===== config.mk =====
export PLATFORM = sky130hd
export DESIGN_NAME = cpu_param
export DESIGN_NICKNAME = d
export VERILOG_FILES = /design/src/rtl/cpu_param.sv
export SDC_FILE = /design/constraint.sdc
export NUM_CORES = 1
export LEC_CHECK = 0
export CAP_MARGIN = 20
export CORE_MARGIN = 4
export CORE_UTILIZATION = 60
export CTS_CLUSTER_SIZE = 40
export DETAILED_ROUTE_END_ITERATION = 12
export GPL_TIMING_DRIVEN = 0
export PLACE_DENSITY = 0.79
export SYNTH_ARGS = -nofsm -noshare
export SYNTH_HDL_FRONTEND = slang
export SYNTH_SLANG_ARGS = --single-unit

===== constraint.sdc =====
create_clock -name clk -period 11 [get_ports clk]
set_input_delay 2.2 -clock clk [delete_from_list [all_inputs] [get_ports clk]]
set_output_delay 2.2 -clock clk [all_outputs]
set_load 0.01 [all_outputs]

===== src/rtl/cpu_param.sv =====
// cpu_param: parametrised multi-cycle CPU core with two-byte instructions.
// Each instruction is an opcode/rd byte followed by a DATA_W-wide operand K.
// Memory is reached through a registered req/ready handshake.
// Optional feature macro: CPU_DEBUG_PORT_EN adds a register peek port
// (dbg_sel/dbg_data) and a retired-instruction counter (retired).
module cpu_param #(
    parameter int DATA_W = 8,
    parameter int ADDR_W = 8,
    parameter int NREG   = 8
) (
    input  logic              clk,
    input  logic              reset,
    output logic              mem_req,
    output logic              mem_we,
    output logic [ADDR_W-1:0] mem_addr,
    output logic [DATA_W-1:0] mem_wdata,
    input  logic [DATA_W-1:0] mem_rdata,
    input  logic              mem_ready,
    output logic [ADDR_W-1:0] ip,
    output logic              halted,
    output logic              error
`ifdef CPU_DEBUG_PORT_EN
    ,
    input  logic [3:0]        dbg_sel,
    output logic [DATA_W-1:0] dbg_data,
    output logic [31:0]       retired
`endif
);

    localparam logic [3:0] OP_LDI  = 4'h1;
    localparam logic [3:0] OP_LD   = 4'h2;
    localparam logic [3:0] OP_ST   = 4'h3;
    localparam logic [3:0] OP_ADD  = 4'h4;
    localparam logic [3:0] OP_JMP  = 4'h5;
    localparam logic [3:0] OP_JZ   = 4'h6;
    localparam logic [3:0] OP_HALT = 4'hF;

    typedef enum logic [2:0] {
        S_FETCH_OP,
        S_WAIT_OP,
        S_FETCH_ARG,
        S_WAIT_ARG,
        S_EXEC,
        S_MEM_WAIT,
        S_HALT,
        S_ERROR
    } state_t;

    state_t             state_q;
    logic               mem_req_q;
    logic               mem_we_q;
    logic [ADDR_W-1:0]  mem_addr_q;
    logic [DATA_W-1:0]  mem_wdata_q;
    logic [ADDR_W-1:0]  ip_q;
    logic               halted_q;
    logic               error_q;
    logic [7:0]         instr_q;
    logic [DATA_W-1:0]  k_q;
    logic               z_q;
    // Sized to the full 4-bit index space; entries at or above NREG are
    // never written, so they stay at zero and fold away.
    logic [DATA_W-1:0]  regs_q [16];

    logic [3:0]         op;
    logic [3:0]         rd;
    logic [3:0]         rs;
    logic [ADDR_W-1:0]  k_addr_d;
    logic [ADDR_W-1:0]  ip_inc1_d;
    logic [ADDR_W-1:0]  ip_inc2_d;
    logic [DATA_W-1:0]  sum_d;
    logic               op_legal_d;
    logic               uses_rd_d;
    logic               fault_d;

    assign op        = instr_q[7:4];
    assign rd        = instr_q[3:0];
    assign rs        = k_q[3:0];

    assign mem_req   = mem_req_q;
    assign mem_we    = mem_we_q;
    assign mem_addr  = mem_addr_q;
    assign mem_wdata = mem_wdata_q;
    assign ip        = ip_q;
    assign halted    = halted_q;
    assign error     = error_q;

    // Decode helpers: sequential ip values, adder result and fault detection.
    always_comb begin
        k_addr_d   = ADDR_W'(k_q);
        ip_inc1_d  = ip_q + ADDR_W'(1);
        ip_inc2_d  = ip_q + ADDR_W'(2);
        sum_d      = regs_q[rd] + regs_q[rs];
        op_legal_d = (op == OP_LDI) || (op == OP_LD) || (op == OP_ST) ||
                     (op == OP_ADD) || (op == OP_JMP) || (op == OP_JZ) ||
                     (op == OP_HALT);
        uses_rd_d  = (op == OP_LDI) || (op == OP_LD) || (op == OP_ST) ||
                     (op == OP_ADD);
        fault_d    = !op_legal_d ||
                     (uses_rd_d && (int'(rd) >= NREG)) ||
                     ((op == OP_ADD) && (int'(rs) >= NREG));
    end

    // Main control FSM: fetch, operand fetch, execute and load/store access.
    always_ff @(posedge clk or negedge reset) begin
        if (!reset) begin
            state_q     <= S_FETCH_OP;
            mem_req_q   <= 1'b0;
            mem_we_q    <= 1'b0;
            mem_addr_q  <= '0;
            mem_wdata_q <= '0;
            ip_q        <= '0;
            halted_q    <= 1'b0;
            error_q     <= 1'b0;
            instr_q     <= '0;
            k_q         <= '0;
            z_q         <= 1'b1;
            for (int i = 0; i < 16; i++) begin
                regs_q[i] <= '0;
            end
        end else begin
            case (state_q)
                S_FETCH_OP: begin
                    mem_req_q  <= 1'b1;
                    mem_we_q   <= 1'b0;
                    mem_addr_q <= ip_q;
                    state_q    <= S_WAIT_OP;
                end
                S_WAIT_OP: begin
                    if (mem_ready) begin
                        mem_req_q <= 1'b0;
                        instr_q   <= mem_rdata[7:0];
                        state_q   <= S_FETCH_ARG;
                    end
                end
                S_FETCH_ARG: begin
                    mem_req_q  <= 1'b1;
                    mem_we_q   <= 1'b0;
                    mem_addr_q <= ip_inc1_d;
                    state_q    <= S_WAIT_ARG;
                end
                S_WAIT_ARG: begin
                    if (mem_ready) begin
                        mem_req_q <= 1'b0;
                        k_q       <= mem_rdata;
                        state_q   <= S_EXEC;
                    end
                end
                S_EXEC: begin
                    if (fault_d) begin
                        // Faulting instruction leaves ip and registers untouched.
                        halted_q <= 1'b1;
                        error_q  <= 1'b1;
                        state_q  <= S_ERROR;
                    end else begin
                        case (op)
                            OP_LDI: begin
                                regs_q[rd] <= k_q;
                                z_q        <= (k_q == '0);
                                ip_q       <= ip_inc2_d;
                                state_q    <= S_FETCH_OP;
                            end
                            OP_LD: begin
                                mem_req_q  <= 1'b1;
                                mem_we_q   <= 1'b0;
                                mem_addr_q <= k_addr_d;
                                ip_q       <= ip_inc2_d;
                                state_q    <= S_MEM_WAIT;
                            end
                            OP_ST: begin
                                mem_req_q   <= 1'b1;
                                mem_we_q    <= 1'b1;
                                mem_addr_q  <= k_addr_d;
                                mem_wdata_q <= regs_q[rd];
                                ip_q        <= ip_inc2_d;
                                state_q     <= S_MEM_WAIT;
                            end
                            OP_ADD: begin
                                regs_q[rd] <= sum_d;
                                z_q        <= (sum_d == '0);
                                ip_q       <= ip_inc2_d;
                                state_q    <= S_FETCH_OP;
                            end
                            OP_JMP: begin
                                ip_q    <= k_addr_d;
                                state_q <= S_FETCH_OP;
                            end
                            OP_JZ: begin
                                ip_q    <= z_q ? k_addr_d : ip_inc2_d;
                                state_q <= S_FETCH_OP;
                            end
                            default: begin
                                // Only HALT reaches here once fault_d is clear.
                                halted_q <= 1'b1;
                                state_q  <= S_HALT;
                            end
                        endcase
                    end
                end
                S_MEM_WAIT: begin
                    if (mem_ready) begin
                        mem_req_q <= 1'b0;
                        mem_we_q  <= 1'b0;
                        if (!mem_we_q) begin
                            regs_q[rd] <= mem_rdata;
                            z_q        <= (mem_rdata == '0);
                        end
                        state_q <= S_FETCH_OP;
                    end
                end
                S_HALT: begin
                    mem_req_q <= 1'b0;
                end
                default: begin
                    mem_req_q <= 1'b0;
                    halted_q  <= 1'b1;
                    error_q   <= 1'b1;
                    state_q   <= S_ERROR;
                end
            endcase
        end
    end

`ifdef CPU_DEBUG_PORT_EN
    logic [31:0] retired_q;
    logic        retire_d;

    assign retired = retired_q;

    // Debug peek and retire pulse: non-memory ops retire in EXEC, loads/stores on completion.
    always_comb begin
        dbg_data = (int'(dbg_sel) < NREG) ? regs_q[dbg_sel] : '0;
        retire_d = ((state_q == S_EXEC) && !fault_d && (op != OP_LD) && (op != OP_ST)) ||
                   ((state_q == S_MEM_WAIT) && mem_ready);
    end

    // Free-running retired-instruction counter, wraps naturally.
    always_ff @(posedge clk or negedge reset) begin
        if (!reset) begin
            retired_q <= '0;
        end else if (retire_d) begin
            retired_q <= retired_q + 32'd1;
        end
    end
`endif

endmodule


==> summary by stage <==
Floorplanning
The core region is 15400 um2. For this configuration, the core starts out at a cell density of 0.619. The die is 134 um tall. In this run the core area contains 45 standard-cell rows.

The floorplan step defined a die boundary enclosing 18000 um2. During I/O placement, the number of pins put on the boundary was 39. The die span in x is 134 um.

STA
Setup repair after global routing left no endpoint under its margin. The sum of negative setup slack is 0 ps. The highest clock frequency the design can meet is 179 MHz. The final worst-path cycle share is 0.508. The clock skew after layout is 7.94 ps. The final worst hold slack is 454 ps. The worst slew margin relative to its limit is 0.347.

The total count of max-transition violations in the final report was 0. The count of endpoints failing hold in the final timing report came to 0. Setup slack closes at 5410 ps. Setup violations remaining at the end of the flow were counted as 0.

For the pin with the worst max-slew slack, the measured transition is 952 ps. The time the final worst path needs with I/O delays and setup is 5590 ps.

Power
For this design the static power due to leakage is 4.43 nW. The worst-case IR drop observed on VDD is 129 uV. The total power divided by cell area is 244 nW/um2.

Finish
The area overhead of the layout relative to synthesis is 12.7%. For this run, the post-layout net count is 966. 0 antenna diodes ended up in the layout.

The share of cells above drive strength 1 is 0.158. Fill cells in the final layout number 1137. The library cell used most frequently in the layout, excluding fill and tap cells, is sky130_fd_sc_hd__dfrtp_1.

The final standard cell area without fillers is 10800 um2. The top cell types in the final layout, fill and taps aside, are 175 x sky130_fd_sc_hd__dfrtp_1, 171 x sky130_fd_sc_hd__nand2_1, 153 x sky130_fd_sc_hd__o21ai_0.

Worst setup path
The peak per-stage delay on the critical path is 730 ps. The critical path launch point type is a flip-flop. The worst setup path is of the flip-flop to flip-flop kind. The cell with the most instances on the worst path is sky130_fd_sc_hd__buf_2. Among all stages on the critical path, the largest delay is contributed by sky130_fd_sc_hd__mux2i_1. Walking the worst path, the cells encountered are buf_2 -> buf_2 -> buf_2 -> mux4_2 -> mux4_2 -> ha_1 -> fa_1 -> a21o_1 -> a21oi_1 -> xor2_1 -> o21ai_1 -> mux2i_1 -> clkbuf_1 -> o21ai_0. The family of cells with the greatest summed delay on the critical path is multiplexers.

The highest net fanout along the worst path is 10. STA puts the critical path data required time at 11290 ps. The data arrival time of the worst path is 5880 ps.

The number of buffers and inverters on the critical path is 4. The kind of end point of the critical path is a flip-flop.

Synthesis
The most frequently used flop master after synthesis is sky130_fd_sc_hd__dfrtp_1. The mapped netlist covers 9560 um2. Yosys printed 0 warnings.

Of the synthesized area, sequential elements account for 0.461. Counting flops and latches in the post-synthesis netlist gives 176. The average instance area after synthesis is 10.8 um2. The proportion of synthesized flip-flops having asynchronous set or reset is 1.00. The synthesized design contains 0 enable-type register cells. After technology mapping, the gate count stands at 888. Counting every net in the synthesized netlist gives 909. The distinct cell type count after synthesis is 55.

Detailed routing
For this run, design rule violations remaining after detail routing come to 0. The routed design uses 12200 um of met2 wire. The detailed router placed 7792 vias in this run. The routed design has 26000 um of wire. The DRC marker count from the first detailed-route iteration is 1045. The number of detailed-routing iterations run before antenna repair is 8. Dividing the detail-routed wire length by the instance count gives 22.3 um. For this block, wires on met1 add up to 10400 um. Using the TritonRoute via totals, the vias-per-cell ratio works out to 6.67. The count of nets left with antenna violations after detail routing is 0. Signal routing reaches up to met4. Summed over all nets, wire length on met3 after detailed routing comes to 2650 um.

Clocking
TritonCTS built the clock tree. Gates resized during post-CTS repair numbered 0. The number of buffers added by the clock tree synthesis step is 17. The maximum buffer depth of the clock tree is 2. The clock tree synthesis step divided the H-tree into 4 levels. The clock-pin slew of the registers on the worst-case setup and hold paths is 70 ps. The clock net in this run drives a total of 176 sinks. Clock latency on the worst-skew pair, taken at its later pin, is 430 ps. In this run the post-CTS setup repair buffer count came out at 0. The number of hold buffers added after cts is 0. The cell sitting at the root of the clock tree is a sky130_fd_sc_hd__clkbuf_16.

Place
The HPWL after detailed placement is 18700 um. The area of placed instances is 10200 um2. The routability congestion estimate from global placement is 0.973.

OpenSTA, run right after detailed placement, puts the worst setup slack at 5580 ps. The number of I/O port buffers is 37.

Global routing
The number of global-route vias before repair is 7528. The pin count of the biggest net entering global routing is 100. The first global-routing pass estimated 41800 um of wire. After global routing the overflow that remains totals 0.

The initial antenna violation count is 0. The global-route total usage across every layer is 0.302.

Flow run
The reported max-cap violation count is 0.

Min path
The class of the tightest hold or removal check is flip-flop to flip-flop.

Run status
The flow ran to the end, and the final reports show no timing, DRC or antenna violations.
cell families after synthesis:
kind of cell             count (synthesis)  share of synthesized area
flip-flops                             176                      0.461
AO/OA/AOI/OAI                          247                      0.140
XOR/XNOR                                 7                    0.00642
multiplexers                           120                      0.234
adder cells (fa/ha/maj)                 10                     0.0139
buffers and inverters                   70                     0.0283
AND/OR/NAND/NOR                        258                      0.117
through the flow:
stage / cells / power (mW) / utilization
final: 1168 / 2.63 / 0.698
after global routing: 1168 / 2.77 / 0.698
after CTS: 1168 / 2.61 / 0.698
after detailed placement: 1137 / 2.04 / 0.663
after global placement: 1136 / 2.01 / 0.661
after floorplan: 888 / 1.67 / -
worst reg2reg max path, cell delays in order (launching register included):
cell	delay, ps
sky130_fd_sc_hd__dfrtp_1	320
sky130_fd_sc_hd__buf_2	210
sky130_fd_sc_hd__buf_2	380
sky130_fd_sc_hd__buf_2	480
sky130_fd_sc_hd__mux4_2	590
sky130_fd_sc_hd__mux4_2	540
sky130_fd_sc_hd__ha_1	270
sky130_fd_sc_hd__fa_1	470
sky130_fd_sc_hd__a21o_1	180
sky130_fd_sc_hd__a21oi_1	190
sky130_fd_sc_hd__xor2_1	330
sky130_fd_sc_hd__o21ai_1	110
sky130_fd_sc_hd__mux2i_1	730
sky130_fd_sc_hd__clkbuf_1	470
sky130_fd_sc_hd__o21ai_0	190
registers in the layout (all words and copies together) (netlist names):
name	flops
state_q	3
mem_req	1
mem_addr	8
regs_q	128
z_q	1
ip	8
instr_q	8
mem_we	1
mem_wdata	8
halted	1
error	1
k_addr_d	8
power by group:
part | total (mW) | switching, mW | internal, mW
clock | 0.571 | 0.263 | 0.308
combinational | 1.15 | 0.678 | 0.469
sequential | 0.915 | 0.126 | 0.790
routing by layer:
metal  track usage  up-vias
met5             0        -
met4        0.0962        0
met3        0.0806       76
met2         0.458      434
met1         0.435     3912
li1              -     3370
cells in the mapped netlist, types with 8 or more instances:
cell / count / area, um2
sky130_fd_sc_hd__dfrtp_1: 175 / 4380
sky130_fd_sc_hd__nand2_1: 171 / 642
sky130_fd_sc_hd__o21ai_0: 153 / 766
sky130_fd_sc_hd__mux4_2: 80 / 1800
sky130_fd_sc_hd__a21oi_1: 58 / 290
sky130_fd_sc_hd__clkbuf_1: 55 / 206
sky130_fd_sc_hd__nor2_1: 29 / 109
sky130_fd_sc_hd__mux2_2: 27 / 304
sky130_fd_sc_hd__mux2i_1: 13 / 130
sky130_fd_sc_hd__ha_1: 9 / 113
sky130_fd_sc_hd__nor3_1: 9 / 45.0
sky130_fd_sc_hd__nand2b_1: 8 / 50.1
sky130_fd_sc_hd__nand3_1: 8 / 40.0
final cells by class:
cell class / count / area [um2] / share of cell area
buffer: 66 / 255 / 0.0237
clock buffer: 21 / 470 / 0.0437
clock inverter: 10 / 78.8 / 0.00732
inverter: 4 / 15.0 / 0.00139
multi-input combinational: 642 / 4880 / 0.453
sequential: 176 / 4410 / 0.409
tap: 211 / 264 / 0.0245
timing repair buffer: 38 / 403 / 0.0374
worst paths after layout:
kind	from	endpoint	slack (ps)	depth (start not counted)
worst min register to register	halted	halted	450	1
max in group asynchronous	reset	z_q	8370	2
worst min-delay path	halted	halted	450	1
min in group asynchronous	reset	regs_q[115]	1730	1
worst max register to register	instr_q[0]	regs_q[76]	5410	14
worst max-delay path	instr_q[0]	regs_q[76]	5410	14
Note: power is estimated with default switching activity, not from simulation.
==> RTL edit: new RTL, same settings <==
The 8 states of `state_t` get a one-hot encoding in 8 bits.
--- a/src/rtl/cpu_param.sv
+++ b/src/rtl/cpu_param.sv
@@ -36,13 +36,13 @@
     localparam logic [3:0] OP_HALT = 4'hF;
 
-    typedef enum logic [2:0] {
-        S_FETCH_OP,
-        S_WAIT_OP,
-        S_FETCH_ARG,
-        S_WAIT_ARG,
-        S_EXEC,
-        S_MEM_WAIT,
-        S_HALT,
-        S_ERROR
+    typedef enum logic [7:0] {
+        S_FETCH_OP  = 8'b00000001,
+        S_WAIT_OP   = 8'b00000010,
+        S_FETCH_ARG = 8'b00000100,
+        S_WAIT_ARG  = 8'b00001000,
+        S_EXEC      = 8'b00010000,
+        S_MEM_WAIT  = 8'b00100000,
+        S_HALT      = 8'b01000000,
+        S_ERROR     = 8'b10000000
     } state_t;
 
Check against the original RTL: no difference found for any inputs over 4 cycles, from zero or initial values and one cycle with reset low; so few cycles prove little.
==> RTL edit against the original RTL <==
- synthesized area up 4.2%
- sequential cell count up 5
- sequential share of layout area down 0.48 points
- wire length down 0.67%
- worst setup slack better by 0.58 ns
- cell area up 4.1%
- utilization about the same
- critical path type unchanged
Power is not compared: it rests on default switching activity, and its combinational part moved more than twofold at a synthesized area within 25%.
==> RTL edit: results (changes against the original RTL) <==
worst slack, placed=5.47 ns (-0.104 ns); Leakage Power=4.98 nW; ranking of synthesized cells by area=dfrtp_1, mux2_2, mux4_2, a21oi_1, nand2_1; placed cells=994 (-13%); worst IR drop on VDD=roughly 0.12 mV; largest net degree at the start of global routing=102 (+2.0%); dpl hpwl=18,300 um (-1.7%); post-synthesis sequential area ratio=0.455 (-0.00602); path category of the worst min-delay check=reg2reg; ys async rst share=1.00 (unchanged); Synth Area in Compound Gates=0.0710 (-0.0687); drt total wl=25,800 um (-0.67%); Clock transition at path regs=0.07 ns (about the same); root buf cell=clkbuf_16; initial drt markers=665 (-36%); worst clock skew=0.0146 ns (+0.00666 ns); Critical Path AT=5.38 ns (-0.50 ns); top_reg_cell synth=dfrtp_1; hold_sp=error$_DFFE_PN0P_; adder-cell share of the synthesized area=0.0133 (-0.000563); Slowest-stage cell, CP=buf_1; Max stage delay on crit path=0.79 ns (+0.06 ns); Synth Area per Inst=13.5 um^2 (+25%); Top Family by Delay on Critical Path=buffers and inverters; mux share of post-synthesis cell area=0.354 (+0.120); drt via density=6.78 (+1.6%); distinct cell type count after synthesis=65 (+18%); Area after DPL=10,600 um^2 (+4.0%); Slew HR=0.312 (-0.0348); vias in the first global route=7,198 (-4.4%); FILL cells=1,053 (-7.4%); First-pass DRT Iterations=5 (-3); share of cells above drive strength 1=0.346 (+0.188); initial antenna violation count=1 (+1); layout net count=821 (-15%); Crit. Startpoint=k_addr_d[0]$_DFFE_PN0P_; via count=6,967 (-11%); Tot GR Track Use=0.292 (-0.0106); CP Max Fanout=10 (unchanged); first-pass GRT wire length=40,400 um (-3.4%); routability cong.=0.965 (-0.81%); diode count=0 (unchanged); top post-synthesis cells by count=dfrtp_1, mux2_2, mux4_2, nand2_1, nor2_1; net count of the mapped netlist=761 (-16%); post-CTS sizing=0 (unchanged); Synth Area in XOR/XNOR=0.00955 (+0.00313); outcome=finished clean
RTL edit: changes by cell type after synthesis, moves of 5 or more:
cell	change
a21oi_1	-23
clkbuf_1	-21
inv_1	+6
mux2_2	+118
mux2i_1	-5
mux4_1	+5
mux4_2	-10
nand2_1	-128
nor2_1	+7
o21ai_0	-130
RTL edit: worst paths after layout:
path	end	slack [ns]	depth (start not counted)
min in group asynchronous	regs_q[117]$_DFFE_PN0P_	1.73	1
max	regs_q[116]$_DFFE_PN0P_	5.99	14
max in group asynchronous	regs_q[44]$_DFFE_PN0P_	8.37	2
min reg2reg	error$_DFFE_PN0P_	0.48	1
min	error$_DFFE_PN0P_	0.48	1
max reg2reg	regs_q[116]$_DFFE_PN0P_	5.99	14
RTL edit: layout make-up:
class	instances	area, um^2	share of cell area
Multi-Input combinational cell	498	5150	0.460
Sequential cell	181	4530	0.404
Clock buffer	19	453	0.0404
Timing Repair Buffer	41	425	0.0379
Tap cell	216	270	0.0241
Buffer	52	239	0.0213
Clock inverter	12	105	0.00937
Inverter	9	33.8	0.00301
RTL edit: layer usage:
layer	GRT usage	up-vias	wire length, um
met4	0.126	2	1030
met2	0.462	353	12400
met5	0	-	13
li1	-	2972	-
met1	0.382	3578	10000
met3	0.0809	62	2360
RTL edit: stage by stage:
step,hold WS (ns),total power [W]
after global routing,0.500,0.00130
final,0.477,0.00127
after detailed placement,0.461,0.000699
after floorplan,0.482,0.000679
after CTS,0.476,0.00127
after global placement,0.452,0.000697
RTL edit: power by group:
group	total [W]	switching, W	internal (W)
registers	0.000665	0	0.000665
logic	0.0000198	0.0000154	0.00000436
clock network	0.000583	0.000260	0.000322
